<file path="src/rtl/answers_link_pkg.sv">
// Shared definitions for the answer-table link: FSM encoding, character framing and checksum helper.
// Used by the frame transmitter, the answers ROM and the receiver.
package answers_link_pkg;

    localparam int WORD_W     = 8;
    localparam int CHAR_BITS  = 10;
    localparam int NWORDS_DEF = 20;

    typedef logic [2:0] state_t;

    localparam state_t ST_IDLE  = 3'd0;
    localparam state_t ST_ADDR  = 3'd1;
    localparam state_t ST_WAIT  = 3'd2;
    localparam state_t ST_LOAD  = 3'd3;
    localparam state_t ST_SHIFT = 3'd4;
    localparam state_t ST_CLOAD = 3'd5;

    // Modulo-256 running sum; the carry out is dropped on purpose.
    function automatic logic [WORD_W-1:0] csum_add(input logic [WORD_W-1:0] acc,
                                                   input logic [WORD_W-1:0] val);
        csum_add = acc + val;
    endfunction

endpackage

</file>
<file path="src/rtl/answers_bit_serializer.sv">
// UART-style character framer: start bit, 8 data bits LSB first, stop bit; CLK_DIV clocks per bit.
// char_done flags the last clock of the stop bit so the caller can react on that same edge.
module answers_bit_serializer
    import answers_link_pkg::*;
#(
    parameter int CLK_DIV = 8
) (
    input  logic              clk80MHz,
    input  logic              rst,
    input  logic              load,
    input  logic [WORD_W-1:0] char_data,
    output logic              tx,
    output logic              char_done
);

    localparam int TW = (CLK_DIV > 1) ? $clog2(CLK_DIV) : 1;

    logic [WORD_W-1:0] shreg_r;
    logic [TW-1:0]     timer_r;
    logic [3:0]        bit_r;
    logic              active_r;
    logic              tx_r;
    logic              tick_s;
    logic              next_tx_s;

    // Bit-period terminal count, end of frame and the level of the following bit.
    always_comb begin
        tick_s    = active_r && (timer_r == TW'(CLK_DIV - 1));
        char_done = tick_s && (bit_r == 4'(CHAR_BITS - 1));
        if (bit_r < 4'd8) begin
            next_tx_s = shreg_r[bit_r[2:0]];
        end else begin
            next_tx_s = 1'b1;
        end
    end

    // Shift state: a load starts the start bit immediately on the registered line.
    always_ff @(posedge clk80MHz or negedge rst) begin
        if (!rst) begin
            shreg_r  <= 8'h00;
            timer_r  <= '0;
            bit_r    <= 4'd0;
            active_r <= 1'b0;
            tx_r     <= 1'b1;
        end else if (load) begin
            shreg_r  <= char_data;
            timer_r  <= '0;
            bit_r    <= 4'd0;
            active_r <= 1'b1;
            tx_r     <= 1'b0;
        end else if (active_r) begin
            if (tick_s) begin
                timer_r <= '0;
                if (bit_r == 4'(CHAR_BITS - 1)) begin
                    bit_r    <= 4'd0;
                    active_r <= 1'b0;
                    tx_r     <= 1'b1;
                end else begin
                    bit_r <= bit_r + 4'd1;
                    tx_r  <= next_tx_s;
                end
            end else begin
                timer_r <= timer_r + TW'(1);
            end
        end else begin
            tx_r <= 1'b1;
        end
    end

    assign tx = tx_r;

endmodule

</file>
<file path="src/rtl/answers_frame_tx.sv">
// Frame sequencer: fetches NWORDS table words from the answers ROM and sends them, then an
// 8-bit modular checksum, as serial characters on tx.
module answers_frame_tx
    import answers_link_pkg::*;
#(
    parameter int NWORDS  = NWORDS_DEF,
    parameter int AW      = 5,
    parameter int CLK_DIV = 8
) (
    input  logic              clk80MHz,
    input  logic              rst,
    input  logic              req,
    output logic [AW-1:0]     addr,
    input  logic [WORD_W-1:0] data,
    output logic              tx,
    output logic              busy,
    output logic              done
);

    state_t            state_r;
    logic [AW-1:0]     idx_r;
    logic [AW-1:0]     addr_r;
    logic [WORD_W-1:0] csum_r;
    logic              busy_r;
    logic              done_r;
    logic              csum_char_r;
    logic              load_s;
    logic [WORD_W-1:0] char_s;
    logic              char_done_s;

    // Serializer feed: the ROM word in LOAD, the accumulated checksum in CLOAD.
    always_comb begin
        load_s = 1'b0;
        char_s = data;
        if (state_r == ST_LOAD) begin
            load_s = 1'b1;
            char_s = data;
        end else if (state_r == ST_CLOAD) begin
            load_s = 1'b1;
            char_s = csum_r;
        end else begin
            load_s = 1'b0;
            char_s = data;
        end
    end

    // Frame FSM. addr is non-zero for a single cycle per fetch because the ROM frame
    // counter advances on every cycle that addr holds the last index.
    always_ff @(posedge clk80MHz or negedge rst) begin
        if (!rst) begin
            state_r     <= ST_IDLE;
            idx_r       <= '0;
            addr_r      <= '0;
            csum_r      <= 8'h00;
            busy_r      <= 1'b0;
            done_r      <= 1'b0;
            csum_char_r <= 1'b0;
        end else begin
            done_r <= 1'b0;
            case (state_r)
                ST_IDLE: begin
                    if (req) begin
                        state_r     <= ST_ADDR;
                        idx_r       <= '0;
                        csum_r      <= 8'h00;
                        busy_r      <= 1'b1;
                        csum_char_r <= 1'b0;
                    end
                end
                ST_ADDR: begin
                    addr_r  <= idx_r;
                    state_r <= ST_WAIT;
                end
                ST_WAIT: begin
                    addr_r  <= '0;
                    state_r <= ST_LOAD;
                end
                ST_LOAD: begin
                    csum_r  <= csum_add(csum_r, data);
                    state_r <= ST_SHIFT;
                end
                ST_SHIFT: begin
                    if (char_done_s) begin
                        if (csum_char_r) begin
                            state_r <= ST_IDLE;
                            busy_r  <= 1'b0;
                            done_r  <= 1'b1;
                        end else if (idx_r == AW'(NWORDS - 1)) begin
                            state_r <= ST_CLOAD;
                        end else begin
                            idx_r   <= idx_r + AW'(1);
                            state_r <= ST_ADDR;
                        end
                    end
                end
                ST_CLOAD: begin
                    csum_char_r <= 1'b1;
                    state_r     <= ST_SHIFT;
                end
                default: begin
                    state_r <= ST_IDLE;
                    addr_r  <= '0;
                    busy_r  <= 1'b0;
                end
            endcase
        end
    end

    answers_bit_serializer #(.CLK_DIV(CLK_DIV)) u_ser (
        .clk80MHz  (clk80MHz),
        .rst       (rst),
        .load      (load_s),
        .char_data (char_s),
        .tx        (tx),
        .char_done (char_done_s)
    );

    assign addr = addr_r;
    assign busy = busy_r;
    assign done = done_r;

endmodule

</file>
<file path="config.mk">
export PLATFORM = sky130hd
export DESIGN_NAME = answers_frame_tx
export DESIGN_NICKNAME = d
export VERILOG_FILES = /design/src/rtl/answers_link_pkg.sv /design/src/rtl/answers_bit_serializer.sv /design/src/rtl/answers_frame_tx.sv
export SDC_FILE = /design/constraint.sdc
export NUM_CORES = 1
export LEC_CHECK = 0
export BUFFER_PORTS_ARGS = -buffer_cell sky130_fd_sc_hd__buf_4
export CAP_MARGIN = 20
export CORE_UTILIZATION = 34
export CTS_CLUSTER_DIAMETER = 30
export DETAILED_ROUTE_END_ITERATION = 16
export HOLD_SLACK_MARGIN = 0.1
export PLACE_DENSITY = 0.57
export SLEW_MARGIN = 20
export SYNTH_ARGS = -nofsm -noshare
export SYNTH_HDL_FRONTEND = slang
export SYNTH_SLANG_ARGS = --single-unit
</file>
<file path="constraint.sdc">
create_clock -name clk80MHz -period 3.2 [get_ports clk80MHz]
set_clock_uncertainty 0.05 [all_clocks]
set_input_delay 0.16 -clock clk80MHz [delete_from_list [all_inputs] [get_ports clk80MHz]]
set_output_delay 0.16 -clock clk80MHz [all_outputs]
set_load 0.02 [all_outputs]
</file>
**Word-level counts from Yosys, hierarchy flattened**

Index checks and enable logic that the tools add are counted.

- Add/sub/neg operators: 4
- $mul: 0
- Div/mod/pow operators: 0
- $lt $le $gt $ge: 2
- Eq/ne operators: 14
- Shift-type cells: 0
- Mux-type cells: 44
- Bitwise logic cells: 1
- Reduce and logical (&&, ||, !) cells: 17

Operators by type and width:

| operator | number |
|---|---|
| 8-bit two-way mux | 3 |
| 3-bit two-way mux | 7 |
| 5-bit two-way mux | 4 |
| 5-bit one-hot mux with 2 select lines | 2 |
| 1-bit two-way mux | 19 |
| 4-bit two-way mux | 4 |
| 8-bit one-hot mux with 2 select lines | 1 |
| 3-bit one-hot mux with 5 select lines | 1 |
| 2-bit inequality test (second input constant) | 5 |
| 2-bit nonzero test | 5 |
| 3-bit equality test (second input constant) | 3 |
| 8-bit adder | 1 |
| 2-bit AND reduction | 4 |
| 4-bit OR reduction | 2 |
| 3-bit by 2-bit equality test with 1-bit output (second input constant) | 2 |
| 5-bit by 1-bit adder with 5-bit output (second input constant) | 1 |
| 5-bit equality test (second input constant) | 1 |
| 5-bit AND reduction | 1 |
| 4-bit by 1-bit adder with 4-bit output (second input constant) | 1 |
| 4-bit equality test (second input constant) | 1 |
| 3-bit by 4-bit < comparator with 1-bit output (second input constant) | 1 |
| 4-bit < comparator (second input constant) | 1 |
| 4-bit AND reduction | 1 |
| 3-bit by 1-bit adder with 3-bit output (second input constant) | 1 |
| other kinds (9) | 10 |

- Register bits: 41
- Bits in latches: 0
- RAM bits: 0
- ROM bits: 0
- Bits of input ports: 11
- Output and inout port bits: 8
- Logic and storage cells: 94
- Memories: 0

**Longest topological paths before layout**

- Word-level depth: 7
- Depth in mapped cells: 7
- Mapped depth without buffers: 7

**By module**

From an unflattened synthesis, not the netlist that was laid out.

- Cells, all modules: 227
- Area, all modules: 2282.2 um2

By module, submodules not included:

| module | instances | cells each | area an instance (um2) | seq. area each (um2) |
|---|---|---|---|---|
| answers_frame_tx | 1 | 152 | 1442.6 | 600.6 |
| answers_bit_serializer | 1 | 75 | 839.6 | 426.7 |

**Least setup slack after synthesis**

Ideal clock, no wire load.

- Kind: register -> register
- Start point: register u_ser.timer_r[0]
- End point: register idx_r[3]
- Setup time: 0.121 ns
- Arrival time: 1.688 ns
- Required time: 3.029 ns
- Slack: 1.341 ns
- Cell stages (with the launch flop): 8
- Buffers on the path: 0
- Clock period less this slack: 1.859 ns
- Path through: dfrtp_1 > ha_1 > ha_1 > nand2_4 > nor3_4 > nand4_1 > mux2_1 > a22o_1

- Longest elaborated chain between the ends: 5

Ends and longest elaborated chain:

| element | line | text |
|---|---|---|
| start: declaration | answers_bit_serializer.sv:19 | `logic [TW-1:0] timer_r;` |
| start signal: assignment | answers_bit_serializer.sv:63 | `timer_r <= timer_r + TW'(1);` |
| 3-bit equality test | answers_bit_serializer.sv:28 | `tick_s = active_r && (timer_r == TW'(CLK_DIV - 1));` |
| 1-bit logical AND | answers_bit_serializer.sv:28 |  |
| 1-bit logical AND | answers_bit_serializer.sv:29 | `char_done = tick_s && (bit_r == 4'(CHAR_BITS - 1));` |
| 2-bit inequality test (no line) | -- |  |
| 5-bit AND reduction (no line) | -- |  |
| end signal: assignment | answers_frame_tx.sv:91 | `idx_r <= idx_r + AW'(1);` |
| end: declaration | answers_frame_tx.sv:21 | `logic [AW-1:0] idx_r;` |

Every way passes these cells.
A chain may end at the register's enable or synchronous reset.

**Worst setup path after layout**

- Start point: input port data[0]
- End point: register csum_r[6]

- Longest elaborated chain between the ends: 2

Ends and longest elaborated chain:

| element | line | text |
|---|---|---|
| start: declaration | answers_frame_tx.sv:14 | `input logic [WORD_W-1:0] data,` |
| 8-bit adder | answers_link_pkg.sv:21 | `csum_add = acc + val;` |
| 8-bit one-hot mux with 2 select lines | answers_frame_tx.sv:60 | `case (state_r)` |
| end signal: assignment | answers_frame_tx.sv:79 | `csum_r <= csum_add(csum_r, data);` |
| end: declaration | answers_frame_tx.sv:23 | `logic [WORD_W-1:0] csum_r;` |

Every way passes these cells.

==> results.toml <==
[floorplan]
row_count = 29
chipHeight_um = 84.69
io_pins = 19
core_area_um2 = 6459
fp.dieW_um = 84.69
floorplan.die_area_um2 = 7172
start_util_pct = 35.99

[worst_setup_path]
regToRegEndpoint = "idx_r[3]$_DFFE_PN0P_"
rr_worst_depth = 7
critPathSlowestCell = "dlygate4sd3_1"
endpoint_kind = "flop"
worstReg2RegStart = "u_ser.timer_r[0]$_DFFE_PN0N_"
critPathKind = "input port to flop"
crit_cells = 9
cp_num_buf_inv = 2
critPathMaxFanout = 2
critical_path_required_ns = 3.32
ff2ff_setup_slack_ns = 1.17
critPathLaunchType = "input port"
delay_heaviest_family_cp = "buffers and inverters"
max_stage_delay_ns = 0.53
cp_cell_sequence = "dlygate4sd3_1 -> buf_4 -> ha_1 -> fa_1 -> a21o_1 -> a21oi_1 -> o21bai_1 -> mux2i_1 -> nand2_1"
cp_data_arrival_time_ns = 2.16

[power]
power.switching_fraction_pct = 41.54
p_per_area_nw_per_um2 = 852.9
switching_power_uw = 947.3
internal-power_mw = 1.333
clock_power_share_pct = 14.5
power.share.sequential_pct = 40.8
comb_power_share_pct = 44.7
p_leak_nw = 1.188
irDropWorstVdd_v = 0.0003064

[cts]
clock-root-buffer = "clkbuf_8"
cts_max_level = 2
clkTransAtPathRegs_ns = 0.08
cts_sinks = 41
post-cts-setup-buffer-count = 0
cts-hold-fix-buffers = 8
clock_latency_ns = 0.29
cts_buffer_depth = 2
cts_made_buffers = 5
tritoncts = "yes"
post_cts_resized = 0

[logic_synthesis]
cell_types_with_the_largest_area_share_after_synthesis = "dfrtp_1 (43%), nand2_1 (7.1%), ha_1 (6.5%)"
ys_warn_count = 0
ffs_latches_synth = 41
asyncSetResetFlopFracSynth_pct = 100.0
synth-edff-count = 0
post_synth_and_or_nand_nor_area_fraction_pct = 21.85
synthAdderAreaFrac_pct = 7.320
synthCells = 246
top_cell_type_by_total_area_after_synthesis = "dfrtp_1"
syn_nets = 270
synth-seq-area-share_pct = 44.19
synth_cell_types = 46
synth_top_flop_cell = "dfrtp_1"
avg_synthesized_cell_area_um2 = 9.450
largest_family_of_logic_cells_by_synthesized_area = "simple AND/OR/NAND/NOR gates"
xor_and_xnor_fraction_of_the_mapped_netlist_area_pct = 2.637
synth_mux_area_share_pct = 5.113
synth_compound_area_share_pct = 15.66
syn-cell-area_um2 = 2325
synth.top_cell.area_share_pct = 43.06

[timing]
grt_setup_unrepaired = "false"
final.hold.worst_slack_ns = 0.1592
finalCritPeriodShare_pct = 63.64
actual_slew_at_the_worst_max_slew_pin_ns = 0.6083
period_minus_slack_ns = 2.037
clock.fmax_ghz = 0.4910
post_route_worst_setup_slack_ns = 1.163
setup-tns-final_ns = 0
slew_headroom_pct = 59.30
hold_viol_final = 0
timing.final.max_slew_violations = 0
final_setup_violating_endpoints = 0

[final_layout]
layout.cells.most_common = "nand2_1"
most-common-layout-cells = "nand2_1 (44), dfrtp_1 (40), nor2_1 (24), a21oi_1 (20), buf_4 (20)"
num_antenna_cells = 0
drive_above_1_share_pct = 13.87
nets = 297
areaGrowthSynthToFinish_pct = 15.02

[place]
dpl_worst_slack_ns = 1.192
port-buffer-count = 18
routabilityCongestion = 0.7676
place.detailed.hpwl_um = 3226

[global_routing]
grt_max_degree = 42
grt_pass1_wl_um = 8293
global_route.overflow_total = 0
groute.usage.overall_pct = 14.50
first_global_vias = 1691
grt_antenna_before_repair = 0

[route]
met3RoutedLength_um = 101
dr.max_layer_used = "met4"
dr_total_vias = 1798
detail_route.wirelength_um = 4693
drcViolationCount = 0
drtAntennaViolNets = 0
drt-met1-wl_um = 2462
routed_wire_length_per_instance_um = 13.37
detailedRoute.firstPassIterationCount = 4
avgViaCountPerCell = 5.123
detailroute.wirelength.met2_um = 2075
first_iter_violations = 111

[min_path]
holdPathStages = 3
timing.hold.worst_endpoint = "busy$_DFFE_PN0P_"
min-delay-start = "req"
worst_hold_path_type = "input port to flop"

[job]
max-cap-violations = 0

[outcome]
status = "finished, final reports clean"
[metal layers]
layer	track usage, %	vias to the layer above
li1	-	926
met1	21.26	849
met2	20.84	19
met3	3.441	4
met4	5.085	0
met5	0	-
[state kept, by name (all words and copies together) (netlist names)]
register	count
u_ser.shreg_r	8
u_ser.timer_r	3
idx_r	5
csum_r	8
addr	5
done	1
csum_char_r	1
u_ser.active_r	1
u_ser.bit_r	4
u_ser.tx	1
state_r	3
busy	1
[through the flow]
stage	area (µm²)	std cells	utilization (%)	total power [mW]
6_report	2674	351	41.40	2.280
5_1_grt	2674	351	41.40	2.494
4_1_cts	2674	351	41.40	2.303
3_5_place_dp	2511	335	38.88	1.960
3_3_place_gp	2511	335	38.88	1.936
2_1_floorplan	2325	246	-	1.703
[worst register-to-register path, cell delays in order, from the launching register on]
cell and delay [ns]:
dfrtp_1 0.38, ha_1 0.17, ha_1 0.30, nand2_4 0.13, nor3_4 0.24, nand4_1 0.13, mux2_1 0.32, a22o_1 0.22
[cell families (layout without fill, tap and decap cells)]
family | count (synthesis) | after routing
AND/OR/NAND/NOR | 103 | 103
AO/OA/AOI/OAI | 61 | 61
flip-flops | 41 | 41
adder cells (fa/ha/maj) | 13 | 13
buffers and inverters | 12 | 40
multiplexers | 9 | 9
XOR/XNOR | 7 | 7
[cell type report]
class | instances | area [µm²]
flip-flops and latches | 41 | 1027
inverters | 4 | 15.01
well taps | 77 | 96.34
fillers | 652 | 3785
clock buffers | 6 | 72.57
multi-input cells | 193 | 1222
repair buffers | 28 | 230.2
clock inverters | 2 | 10.01
[worst max path at each step]
stage / start / endpoint / slack (ns)
floorplan: u_ser.timer_r[0]$_DFFE_PN0N_ / idx_r[3]$_DFFE_PN0P_ / 1.34
CTS: data[0] / csum_r[6]$_DFFE_PN0P_ / 1.16
finish: data[0] / csum_r[6]$_DFFE_PN0P_ / 1.16
global route: state_r[1]$_DFFE_PN0P_ / u_ser.shreg_r[4]$_DFFE_PN0N_ / 1.03
global placement: u_ser.timer_r[0]$_DFFE_PN0N_ / idx_r[3]$_DFFE_PN0P_ / 1.23
detailed placement: u_ser.timer_r[0]$_DFFE_PN0N_ / idx_r[3]$_DFFE_PN0P_ / 1.19
[power groups by stage]
| stage | Clock [mW] | Sequential [mW] | Combinational [mW] |
|---|---|---|---|
| 6_report | 0.331 | 0.931 | 1.02 |
| 5_1_grt | 0.362 | 0.970 | 1.16 |
| 4_1_cts | 0.344 | 0.932 | 1.03 |
| 3_5_place_dp | 0 | 0.942 | 1.02 |
| 3_3_place_gp | 0 | 0.931 | 1.00 |
| 2_1_floorplan | 0 | 0.910 | 0.793 |
[cell usage after synthesis (all sizes together) (2+ instances only)]
| library cell | count |
|---|---|
| nand2 | 45 |
| xor2 | 2 |
| nor3 | 7 |
| o21ai | 15 |
| xnor2 | 5 |
| mux4 | 2 |
| inv | 4 |
| and2 | 3 |
| and3 | 2 |
| a22o | 4 |
| mux2 | 3 |
| nand3b | 4 |
| nand3 | 2 |
| dfrtp | 40 |
| nand2b | 2 |
| nand4 | 2 |
| a21o | 3 |
| a31oi | 12 |
| a21oi | 20 |
| ha | 12 |
| nor2b | 5 |
| nor3b | 3 |
| nor2 | 25 |
| clkbuf | 8 |
| mux2i | 4 |
No activity file was read; power rests on OpenSTA's default activity.
